$ cat config.mk
export PLATFORM = sky130hd
export DESIGN_NAME = fp_pack_round
export DESIGN_NICKNAME = d
export VERILOG_FILES = /design/src/rtl/fp_pack_round.sv
export SDC_FILE = /design/constraint.sdc
export NUM_CORES = 1
export LEC_CHECK = 0
export ABC_AREA = 1
export BUFFER_PORTS_ARGS = -buffer_cell sky130_fd_sc_hd__buf_4
export CAP_MARGIN = 40
export CORE_MARGIN = 10
export CORE_UTILIZATION = 50
export DETAILED_ROUTE_END_ITERATION = 12
export GPL_ROUTABILITY_DRIVEN = 0
export PLACE_DENSITY = 0.77
export SKIP_LAST_GASP = 1
export SYNTH_ARGS = -nofsm -noshare
export SYNTH_HDL_FRONTEND = slang
export SYNTH_SLANG_ARGS = --single-unit
$ cat constraint.sdc
create_clock -name clk -period 2.62 [get_ports clk]
set_input_delay 0.131 -clock clk [delete_from_list [all_inputs] [get_ports clk]]
set_output_delay 0.131 -clock clk [all_outputs]
set_load 0.02 [all_outputs]
$ cat src/rtl/fp_pack_round.sv
// -----------------------------------------------------------------------------
// fp_pack_round
//
// Final stage shared by the FP add/mul/div/sqrt pipelines. Takes a normalised
// sign / biased exponent / extended mantissa (with guard, round and sticky
// bits), applies RISC-V rounding, handles overflow and underflow, and packs
// the IEEE-754 word.
//
// Pipeline: two register stages behind a valid/ready handshake. One word per
// cycle throughput, order preserved, no skid buffer (in_ready depends
// combinationally on out_ready).
//   S1 : rounding (round-up decision, mantissa increment, exponent carry)
//   S2 : range check, class override, packing; drives out_* directly
//
// Ports
//   clk, rst    clock, synchronous active-high reset
//   in_valid    input word valid
//   in_ready    stage can accept an input word
//   in_sign     result sign
//   in_exp      biased exponent, EXP_W+2 bit two's complement
//   in_mant     {hidden, fraction[MAN_W-1:0], G, R, S}
//   in_class    00 normal, 01 zero, 10 infinity, 11 NaN
//   in_rm       000 RNE, 001 RTZ, 010 RDN, 011 RUP, 100 RMM, others RNE
//   out_valid   result valid
//   out_ready   consumer accepts result
//   out_result  packed {sign, exponent, fraction}
//   out_flags   {OF, UF, NX}
//
// Build option
//   FP_PACK_FLAGS_EN  when defined, out_flags is computed and registered
//                     alongside out_result. When undefined, out_flags is
//                     tied to zero and no flag state exists. Result values
//                     are identical in both builds.
// -----------------------------------------------------------------------------
module fp_pack_round #(
    parameter  int EXP_W  = 8,
    parameter  int MAN_W  = 23,
    localparam int DATA_W = 1 + EXP_W + MAN_W
) (
    input  logic              clk,
    input  logic              rst,
    input  logic              in_valid,
    output logic              in_ready,
    input  logic              in_sign,
    input  logic [EXP_W+1:0]  in_exp,
    input  logic [MAN_W+3:0]  in_mant,
    input  logic [1:0]        in_class,
    input  logic [2:0]        in_rm,
    output logic              out_valid,
    input  logic              out_ready,
    output logic [DATA_W-1:0] out_result,
    output logic [2:0]        out_flags
);

    typedef enum logic [2:0] {
        RM_RNE = 3'd0,
        RM_RTZ = 3'd1,
        RM_RDN = 3'd2,
        RM_RUP = 3'd3,
        RM_RMM = 3'd4
    } rm_e;

    typedef enum logic [1:0] {
        CLS_NORMAL = 2'd0,
        CLS_ZERO   = 2'd1,
        CLS_INF    = 2'd2,
        CLS_NAN    = 2'd3
    } cls_e;

    // Smallest biased exponent that no longer fits a finite number.
    localparam logic [EXP_W+1:0] EXP_OVF = {2'b00, {EXP_W{1'b1}}};

    // ------------------------------------------------------------------
    // Handshake
    // ------------------------------------------------------------------
    logic s1_valid;
    logic s1_adv;
    logic s2_adv;

    assign s2_adv   = !out_valid || out_ready;
    assign s1_adv   = !s1_valid || s2_adv;
    assign in_ready = s1_adv;

    // ------------------------------------------------------------------
    // S1: rounding
    // ------------------------------------------------------------------
    rm_e              rm_eff;
    logic             lsb;
    logic             g_bit;
    logic             r_bit;
    logic             s_bit;
    logic             inexact;
    logic             round_up;
    logic [MAN_W+1:0] m_rnd;
    logic             carry;
    logic [MAN_W-1:0] frac_rnd;
    logic [EXP_W+1:0] exp_adj;

    // The rounded hidden bit carries no information once the carry is known.
    logic unused_hidden;
    assign unused_hidden = m_rnd[MAN_W];

    // NOTE: every signal assigned here gets a default first, so no path can
    // leave one unassigned and infer a latch.
    always_comb begin
        rm_eff = RM_RNE;
        case (in_rm)
            3'd1:    rm_eff = RM_RTZ;
            3'd2:    rm_eff = RM_RDN;
            3'd3:    rm_eff = RM_RUP;
            3'd4:    rm_eff = RM_RMM;
            default: rm_eff = RM_RNE;
        endcase

        lsb     = in_mant[3];
        g_bit   = in_mant[2];
        r_bit   = in_mant[1];
        s_bit   = in_mant[0];
        inexact = g_bit | r_bit | s_bit;

        round_up = 1'b0;
        case (rm_eff)
            RM_RNE:  round_up = g_bit & (r_bit | s_bit | lsb);
            RM_RTZ:  round_up = 1'b0;
            RM_RDN:  round_up = in_sign & inexact;
            RM_RUP:  round_up = !in_sign & inexact;
            RM_RMM:  round_up = g_bit;
            default: round_up = 1'b0;
        endcase

        // {hidden, fraction} + round_up; a carry out means the mantissa
        // wrapped to 1.000..., so bump the exponent and clear the fraction.
        m_rnd    = {1'b0, in_mant[MAN_W+3:3]} + {{(MAN_W+1){1'b0}}, round_up};
        carry    = m_rnd[MAN_W+1];
        frac_rnd = carry ? '0 : m_rnd[MAN_W-1:0];
        exp_adj  = in_exp + {{(EXP_W+1){1'b0}}, carry};
    end

    logic             s1_sign;
    logic [EXP_W+1:0] s1_exp;
    logic [MAN_W-1:0] s1_frac;
    rm_e              s1_rm;
    cls_e             s1_class;

    // NOTE: sequential state uses non-blocking assignments so every register
    // samples pre-edge values regardless of block ordering.
    always_ff @(posedge clk) begin
        if (rst) begin
            s1_valid <= 1'b0;
        end else if (s1_adv) begin
            s1_valid <= in_valid;
        end
    end

    // NOTE: payload registers are not reset; s1_valid qualifies them, and
    // leaving them free keeps reset fan-out to the control bits only.
    always_ff @(posedge clk) begin
        if (s1_adv && in_valid) begin
            s1_sign  <= in_sign;
            s1_exp   <= exp_adj;
            s1_frac  <= frac_rnd;
            s1_rm    <= rm_eff;
            s1_class <= cls_e'(in_class);
        end
    end

    // ------------------------------------------------------------------
    // S2: range check, class override, pack
    // ------------------------------------------------------------------
    logic              overflow;
    logic              underflow;
    logic              to_inf;
    logic [DATA_W-1:0] res_d;

    always_comb begin
        // Exponent is two's complement: a set top bit means negative.
        overflow  = !s1_exp[EXP_W+1] && (s1_exp >= EXP_OVF);
        underflow = s1_exp[EXP_W+1] || (s1_exp == '0);

        // Overflow saturates to infinity only when rounding points away
        // from zero; otherwise it clamps to the largest finite value.
        to_inf = (s1_rm == RM_RNE) || (s1_rm == RM_RMM) ||
                 ((s1_rm == RM_RUP) && !s1_sign) ||
                 ((s1_rm == RM_RDN) &&  s1_sign);

        res_d = {s1_sign, s1_exp[EXP_W-1:0], s1_frac};
        case (s1_class)
            CLS_ZERO: res_d = {s1_sign, {EXP_W{1'b0}}, {MAN_W{1'b0}}};
            CLS_INF:  res_d = {s1_sign, {EXP_W{1'b1}}, {MAN_W{1'b0}}};
            CLS_NAN:  res_d = {1'b0, {EXP_W{1'b1}}, 1'b1, {(MAN_W-1){1'b0}}};
            default: begin
                if (overflow) begin
                    if (to_inf) begin
                        res_d = {s1_sign, {EXP_W{1'b1}}, {MAN_W{1'b0}}};
                    end else begin
                        res_d = {s1_sign, {(EXP_W-1){1'b1}}, 1'b0, {MAN_W{1'b1}}};
                    end
                end else if (underflow) begin
                    // No subnormal output: flush to signed zero.
                    res_d = {s1_sign, {EXP_W{1'b0}}, {MAN_W{1'b0}}};
                end
            end
        endcase
    end

    always_ff @(posedge clk) begin
        if (rst) begin
            out_valid  <= 1'b0;
            out_result <= '0;
        end else if (s2_adv) begin
            out_valid <= s1_valid;
            if (s1_valid) begin
                out_result <= res_d;
            end
        end
    end

`ifdef FP_PACK_FLAGS_EN
    // Inexact travels with the word through S1 only when flags exist.
    logic       s1_inexact;
    logic [2:0] flags_d;

    always_ff @(posedge clk) begin
        if (s1_adv && in_valid) begin
            s1_inexact <= inexact;
        end
    end

    always_comb begin
        flags_d = 3'b000;
        if (s1_class == CLS_NORMAL) begin
            if (overflow) begin
                flags_d = 3'b101;
            end else if (underflow) begin
                flags_d = 3'b011;
            end else begin
                flags_d = {2'b00, s1_inexact};
            end
        end
    end

    always_ff @(posedge clk) begin
        if (rst) begin
            out_flags <= 3'b000;
        end else if (s2_adv && s1_valid) begin
            out_flags <= flags_d;
        end
    end
`else
    assign out_flags = 3'b000;
`endif

endmodule

After elaboration in Yosys (flattened, before gate mapping)
Index checks and enable logic that the tools add are counted.
- add/subtract/negate cells: 2
- $lt $le $gt $ge: 1
- eq/ne operators: 13
- muxes and demuxes: 6
- bitwise operators: 7
- reductions and logical operators: 19
- operators with widths (cell ; count):
    $pmux W32 S3 ; 1
    $mux W31 ; 2
    $add A24 B1 Y25 ; 1
    $mux W24 ; 1
    $eq A3 B2 Y1 const B ; 6
    $pmux W3 S4 ; 1
    $add A10 B1 Y10 ; 1
    $ge A10 B8 Y1 const B ; 1
    $logic_not A10 Y1 ; 1
    $eq A3 B3 Y1 const B ; 3
    $logic_not A3 Y1 ; 2
    $logic_or A1 B1 Y1 ; 6
    $logic_not A1 Y1 ; 5
    $eq A2 B2 Y1 const B ; 2
    $logic_and A1 B1 Y1 ; 4
    $or A1 B1 Y1 ; 4
    $pmux W1 S4 ; 1
    $and A1 B1 Y1 ; 3
    $eq A3 B1 Y1 const B ; 1
    $eq A2 B1 Y1 const B ; 1
    $reduce_and A2 Y1 ; 1
- register bits: 73
- input port bits: 47
- output and inout bits: 37

Depth between registers and ports, before layout
Gate-level depths: netlist of run 1.
- word-level depth: 7
- mapped depth: 19
- mapped depth without buffers: 19

Worst setup path before layout of run 1
Ideal clock, no wire load.
- path kind: in2reg
- start: input in_rm[1]
- end: register s1_exp[8] (data pin)
- data arrival time: 2.454 ns
- slack: -0.091 ns
- stages on the path: 18
- cell sequence: inv_1 nor2_1 o31ai_1 o21ai_0 ha_1 ha_1 nand2_1 nor2_4 nand3_1 nor3_1 nand3_1 nor2_1 ha_1 ha_1 nand3_1 nor3_1 nand2_1 xnor2_1
- longest elaborated chain between the ends: 6
- ends and longest elaborated chain (item ; RTL line ; RTL):
    start: declaration ; 48 ; input logic [2:0] in_rm,
    $eq A3 B3 Y1, or another cell as far along ; 107 ; case (in_rm)
    $pmux W3 S4 (*) ; 107 ;
    named net rm_eff[1] ; 87 ; rm_e rm_eff;
    $eq A3 B3 Y1, or another cell as far along ; 122 ; case (rm_eff)
    $pmux W1 S4 (*) ; 122 ;
    $add A24 B1 Y25 (*) ; 133 ; m_rnd = {1'b0, in_mant[MAN_W+3:3]} + {{(MAN_W+1){1'b0}}, round_up};
    named net m_rnd[24] ; 94 ; logic [MAN_W+1:0] m_rnd;
    $add A10 B1 Y10 (*) ; 136 ; exp_adj = in_exp + {{(EXP_W+1){1'b0}}, carry};
    named net exp_adj[8] ; 97 ; logic [EXP_W+1:0] exp_adj;
    end signal: assignment ; 160 ; s1_exp <= exp_adj;
    end: declaration ; 140 ; logic [EXP_W+1:0] s1_exp;
Mark *: on every way through the listed nets, which the timed path passes. The rest lies on a longest branch.
A chain may end at the register's enable or synchronous reset.

Final worst setup path of run 1
Ends and elaborated chain as after synthesis.

==> results.md, run 1 <==
* Status: finished clean
* Final core occ at 65.0%
* Peak supply drop at 0.236 mV
* Pin count of the biggest net entering global routing at 40
* Fmax at approximately 410 MHz
* DRT antenna net count at 0
* Switching pwr at 0.000639 W
* Die W at 109 um
* Clk_skew at between 0.009 and 0.01 ns
* Share of layout cells above drive strength 1 at a little under a third
* Relative slew slack at 47.1%
* Reg2reg start: out_valid$_SDFFE_PP0P_
* Fin cells at about 670
* Clock power frac at 34.4%
* RR Endpoint: out_result[1]$_SDFFE_PP0P_
* Switching Share at between 20 and 30%
* Synth-to-layout area growth at 26.1%
* Wirelength per Cell at 13.9 um
* DIE AREA at 11900 um^2
* IO Count at 84
* Num rows at 32
* Hold Path Cell Cnt at 2
* Leakage at 2.15 nW
* Die height at 109 um
* Worst Tran Pin Value at 0.791 ns
* Gate power share at 14.8%
* Number of global-route vias before repair at 3272
* Antenna violations before repair at 0
* Flop pwr share at 50.9%
* Via/cell ratio at 5.10
* Post-DP HPWL at 7170 um
* Minimum clock period at 2.46 ns
* YS warnings at 0
* Layout net count at 611
* Clk buf depth at 2
* Pre-antenna DRT Iters at 5
* Final period util at 93.7%
* Sequential area share after synthesis at between 40 and 50%
* Core Region at ~7700 um^2
* Overall power at 0.00255 W
* Synthesized netlist cell count at 469
* Commonest non-fill, non-tap cells in the layout: 117 x nand2_1, 95 x buf_4, 41 x nand3_1
* Grt total ovfl at 0
* RSZ-0062 raised after global routing: false
* Worst reg-to-reg path cell count at 6
* 1st-iter DRT viols at 195
* Clk Latency, worst-skew pair at 0.34 ns
* Crit Path Class: primary input to flip-flop
* CTS buffer count at 9
* Setup slack, reg-to-reg at 0.52 ns
* Critical Path RT at roughly 2.7 ns
* Drt total wl at 9290 um
* CP Launch Type: primary input
* Post-synth cell types at 35
* TritonCTS clock tree: yes
* Startpoint of the worst hold path: in_exp[9]
* Pwr Density at 507 nW/um^2
* Ant diodes at 0
* Root Driver: clkbuf_8
* IO Port Bufs at 80
* # DRC at 0
* Maxcap violations at 0
* Worst min path class: primary input to flip-flop
* Area of the mapped netlist at 3980 um^2
* Final Hold Fails at 0
* Total Routing Usage GR at 15.3%
* Final setup margin at between 0.15 and 0.2 ns
* Max Fanout on Critical Path at 3
* Hold EP: s1_exp[9]$_DFFE_PP_
* Syn Area/Cell at 8.49 um^2
* Post-Place Cells at between 600 and 700
* DP Worst Slack at -0.286 ns
* # H-tree levels at 3
* Crit end category: flip-flop
* Global-route wire length before repair at between 10000 and 15000 um
* Initial Util at 51.5%
* Final Setup Violations at 0
* Slew Viols, Final at 0
* Via count of the routed design at 3405
* Post-synthesis register bit count at 73
* Critical Path AT at 2.54 ns
* Internal power at around 0.0019 W
* Clock tree sinks at 73
* Commonest non-fill, non-tap cell in the layout: nand2_1
* Filler cells at between 600 and 700
* Hold WS at 0.0781 ns
* Clock-pin slew on the worst setup and hold paths at 0.07 ns
routing by layer:
layer / vias up / wire, um / GRT usage (%)
li1: 1741 / - / -
met1: 1514 / 4100 / 19.1
met2: 132 / 4340 / 24.3
met3: 18 / 680 / 4.31
met4: 0 / 172 / 6.13
met5: - / 0 / 0
per-stage QoR:
step	instance area (um^2)	TNS, ns
2_1_floorplan	4000	0
3_3_place_gp	4700	-0.221
3_5_place_dp	4700	-1.13
4_1_cts	4940	0
5_1_grt	5020	0
6_report	5020	0
cell type report:
class / count / area [um^2] / area share (%)
Multi-Input combinational cell: 338 / 1950 / 38.7
Sequential cell: 73 / 1850 / 36.9
Timing Repair Buffer: 98 / 743 / 14.8
Clock buffer: 15 / 200 / 3.99
Inverter: 40 / 150 / 2.99
Tap cell: 102 / 128 / 2.54
Clock inverter: 1 / 5.00 / 0.0996
power groups by stage:
stage | clock network (W) | registers [W] | logic [W]
detailed placement | 0 | 0.00132 | 0.000362
CTS | 0.000892 | 0.00130 | 0.000367
floorplan | 0 | 0.00134 | 0.000200
global route | 0.000938 | 0.00130 | 0.000415
global placement | 0 | 0.00132 | 0.000353
finish | 0.000876 | 0.00130 | 0.000376
sequential cells by signal, summed over array words and instances (netlist names):
name,flops
s1_exp,10
s1_rm,3
s1_frac,23
s1_class,2
out_valid,1
out_result,32
s1_valid,1
s1_sign,1
worst max-delay path, stage by stage:
cell	delay, ns
buf_4	0.10
inv_1	0.08
nor2_2	0.05
nor3_2	0.14
o21ai_1	0.08
o21ai_1	0.08
ha_2	0.22
ha_4	0.15
nand2_4	0.06
nor2_4	0.09
nand3_2	0.07
nor3_2	0.16
nand3_1	0.11
nor2_2	0.13
ha_2	0.21
ha_4	0.15
nand3_4	0.07
nor3_4	0.22
nand2_1	0.10
xnor2_1	0.13
worst max-delay path by stage:
| stage | startpoint | endpoint | cells after the start |
|---|---|---|---|
| 2_1_floorplan | in_rm[1] | s1_exp[8]$_DFFE_PP_ | 18 |
| 3_3_place_gp | in_rm[2] | s1_exp[9]$_DFFE_PP_ | 18 |
| 3_5_place_dp | in_rm[0] | s1_exp[8]$_DFFE_PP_ | 20 |
| 4_1_cts | in_rm[0] | s1_exp[8]$_DFFE_PP_ | 20 |
| 5_1_grt | in_rm[1] | s1_exp[8]$_DFFE_PP_ | 20 |
| 6_report | in_rm[1] | s1_exp[8]$_DFFE_PP_ | 20 |
synth_stat cells:
library cell / count / share of area, %
nand2_1: 118 / 11
nand3_1: 44 / 5.5
edfxtp_1: 39 / 29
nor2_1: 38 / 3.6
dfxtp_1: 34 / 17
inv_1: 33 / 3.1
a21oi_2: 21 / 4.6
nand3_2: 20 / 5.0
a21oi_1: 19 / 2.4
xor2_1: 15 / 3.3
o21ai_0: 13 / 1.6
nor3_1: 10 / 1.3
clkbuf_1: 9 / 0.85
xnor2_1: 9 / 2.0
nand4_1: 7 / 1.1
inv_2: 6 / 0.57
buf_4: 5 / 0.94
buf_2: 4 / 0.50
ha_1: 4 / 1.3
buf_12: 2 / 1.0
nand2_2: 2 / 0.31
nand3b_1: 2 / 0.38
nor3_2: 2 / 0.50
nor4_1: 2 / 0.31
and3_1: 1 / 0.16
clkinv_1: 1 / 0.094
conb_1: 1 / 0.094
nor2_2: 1 / 0.16
nor2_4: 1 / 0.28
nor2_8: 1 / 0.50
nor3b_1: 1 / 0.19
o211ai_1: 1 / 0.19
o31ai_1: 1 / 0.19
or2_0: 1 / 0.16
or2_4: 1 / 0.22
cell families after synthesis:
kind of cell / after synthesis / share of synthesized area [%]
simple gates: 252 / 30.8
flops: 73 / 46.5
buf+inv: 60 / 7.07
compound gates: 55 / 9.02
xor+xnor: 24 / 5.28
fa+ha+maj: 4 / 1.26
other cells: 1 / 0.0942
timing repair:
action                     CTS  global route
hold endpoints to repair     3             0
setup endpoints to repair    0             4
gates resized for setup      0            18
hold buffers                 3             0
setup buffers                0             1
Power figures use the tool's default switching activity.
==> run 2: changes to the inputs <==
==> constraint.sdc (replaced) <==
create_clock -name clk -period 2.62 [get_ports clk]
set_input_delay 0 -clock clk [delete_from_list [all_inputs] [get_ports clk]]
set_output_delay 0 -clock clk [all_outputs]
set_load 0.02 [all_outputs]
==> results.md, run 2 (synthesized netlist as in run 1, its figures left out) <==
* Status: finished clean
* Fmax at 412 MHz (+1.3%)
* DP Worst Slack at -0.183 ns (+0.103 ns)
* Via count of the routed design at 3453 (+1.4%)
* Pin count of the biggest net entering global routing at 40 (unchanged)
* Largest register FFs at 32 (unchanged)
* Die height at 109 um (unchanged)
* Final core occ at 65.7% (+0.68 points)
* CP Launch Type: primary input
* Commonest non-fill, non-tap cells in the layout: 118 x nand2_1, 93 x buf_4, 44 x nand3_1
* Wirelength per Cell at 13.7 um (-1.8%)
* Hold Path Cell Cnt at 2 (unchanged)
* DRT antenna net count at 0 (unchanged)
* Leakage at 2.19 nW (+1.9%)
* Core Region at 7730 um^2 (unchanged)
* Switching pwr at 0.000609 W (-4.7%)
* Layout net count at 627 (+2.6%)
* 1st-iter DRT viols at 166 (-15%)
* Clk Latency, worst-skew pair at 0.33 ns (about the same)
* Clock-pin slew on the worst setup and hold paths at 0.07 ns (about the same)
* Post-DP HPWL at 7060 um (-1.6%)
* DIE AREA at 11900 um^2 (unchanged)
* Clk buf depth at 2 (unchanged)
* Final period util at 92.6% (-1.2 points)
* Root Driver: clkbuf_8
* Grt total ovfl at 0 (unchanged)
* Gate power share at 15.7% (+0.9 points)
* Antenna violations before repair at 0 (unchanged)
* Die W at 109 um (unchanged)
* Largest regs: out_result x32, s1_frac x23, s1_exp x10
* # DRC at 0 (unchanged)
* Ant diodes at 0 (unchanged)
* Final setup margin at 0.195 ns (+0.0307 ns)
* Minimum clock period at 2.43 ns (-0.0307 ns)
* Initial Util at 51.5% (unchanged)
* Internal power at 0.00185 W (-3.1%)
* Setup slack, reg-to-reg at 0.47 ns (-0.05 ns)
* Switching Share at 24.8% (-0.32 points)
* Worst Tran Pin Value at 0.792 ns (+0.000761 ns)
* Placed instance area at 4680 um^2 (-0.37%)
* CTS buffer count at 9 (unchanged)
* Commonest non-fill, non-tap cell in the layout: nand2_1
* Synth-to-layout area growth at 27.5%
* TritonCTS clock tree: yes
* Share of layout cells above drive strength 1 at 27.8% (-3.9 points)
* Critical Path AT at 2.51 ns (-0.03 ns)
* Startpoint of the worst hold path: in_mant[15]
* Maxcap violations at 0 (unchanged)
* Max Fanout on Critical Path at 3 (unchanged)
* Num rows at 32 (unchanged)
* Relative slew slack at 47.1% (-0.051 points)
* Reg2reg start: s1_valid$_SDFFE_PP0N_
* Final instance area at 5080 um^2 (+1.0%)
* Via/cell ratio at 5.06 (-0.82%)
* IO Count at 84 (unchanged)
* # H-tree levels at 3 (unchanged)
* Largest reg by FF count: out_result
* Clock power frac at 31.5% (-2.9 points)
* Hold EP: s1_frac[12]$_SDFFCE_PP0P_
* Pwr Density at 484 nW/um^2 (-4.5%)
* Slew Viols, Final at 0 (unchanged)
* Flop pwr share at 52.7% (+1.8 points)
* Crit Path Class: primary input to flip-flop
* Pre-antenna DRT Iters at 5 (unchanged)
* Final Setup Violations at 0 (unchanged)
* Critical Path RT at 2.70 ns (about the same)
* Worst reg-to-reg path cell count at 7 (+1)
* Crit end category: flip-flop
* IO Port Bufs at 80 (unchanged)
* Clk_skew at 0.00708 ns (-0.00250 ns)
* RR Endpoint: out_result[1]$_SDFFE_PP0P_
* Total Routing Usage GR at 15.7% (+0.48 points)
* Global-route wire length before repair at 15400 um (+4.0%)
* Clock tree sinks at 73 (unchanged)
* Peak supply drop at 0.228 mV (-3.5%)
* Final Hold Fails at 0 (unchanged)
* Number of global-route vias before repair at 3279 (+0.21%)
* Worst min path class: primary input to flip-flop
* Drt total wl at 9330 um (+0.37%)
run 2: cell types whose count changed in the layout (fill, tap and decap cells not counted), sizes merged:
cell,previous run,this run
clkinv,2,1
buf,95,93
dlygate4sd3,3,21
run 2: metrics by stage:
stage / power [W] / cells / hold slack, ns / setup TNS, ns
after global placement: 0.00167 / 646 / 0.179 / 0
after floorplan: 0.00154 / 471 / 0.0989 / 0
after global routing: 0.00257 / 682 / 0.00347 / -0.00837
final: 0.00246 / 682 / 0.0114 / 0
after CTS: 0.00248 / 682 / 0.00257 / 0
after detailed placement: 0.00168 / 646 / 0.180 / -0.562
run 2: layout make-up:
| cell class | count | area [um^2] |
|---|---|---|
| clock buffer | 15 | 176 |
| fill | 636 | 2650 |
| inverter | 40 | 150 |
| multi-input combinational | 338 | 1860 |
| sequential | 73 | 1850 |
| tap | 102 | 128 |
| timing repair buffer | 114 | 908 |
run 2: metal layers:
layer,GRT usage (%),wire (um),vias up
met3,4.01,708,17
met1,19.9,4070,1541
met2,25.1,4350,124
met4,6.41,196,0
met5,0,0,-
li1,-,-,1771
run 2: worst max path at each step:
stage / startpoint / to / slack, ns / cells after the start
floorplan: in_rm[1] / s1_exp[8]$_DFFE_PP_ / 0.04 / 18
global placement: in_rm[2] / s1_exp[8]$_DFFE_PP_ / 0.01 / 18
detailed placement: in_rm[2] / s1_exp[8]$_DFFE_PP_ / -0.18 / 18
CTS: in_rm[2] / s1_exp[8]$_DFFE_PP_ / 0.19 / 18
global route: in_rm[2] / s1_exp[9]$_DFFE_PP_ / -0.008 / 18
finish: in_rm[2] / s1_exp[7]$_DFFE_PP_ / 0.19 / 18
run 2: power groups by stage:
stage / Combinational, W / Clock, W / Sequential [W]
finish: 0.000387 / 0.000775 / 0.00130
global route: 0.000428 / 0.000845 / 0.00130
CTS: 0.000385 / 0.000794 / 0.00130
detailed placement: 0.000358 / 0 / 0.00132
global placement: 0.000352 / 0 / 0.00132
floorplan: 0.000199 / 0 / 0.00134
run 2: timing repair:
action / in CTS / in global routing
hold buffers: 21 / 0
hold endpoints to repair: 21 / 0
setup buffers: 0 / 0
setup endpoints to repair: 0 / 2
resized for setup: 0 / 1
run 2: worst max-delay path: stages:
cell     delay (ns)
buf_4          0.12
nor2_1         0.18
o31ai_1        0.10
o21ai_0        0.18
ha_1           0.20
ha_1           0.16
nand2_1        0.11
nor2_4         0.13
nand3_1        0.07
nor3_1         0.16
nand3_1        0.09
nor2_1         0.13
ha_1           0.17
and3_1         0.18
nand3_1        0.09
nor2_1         0.18
nand2_1        0.12
xnor2_1        0.13
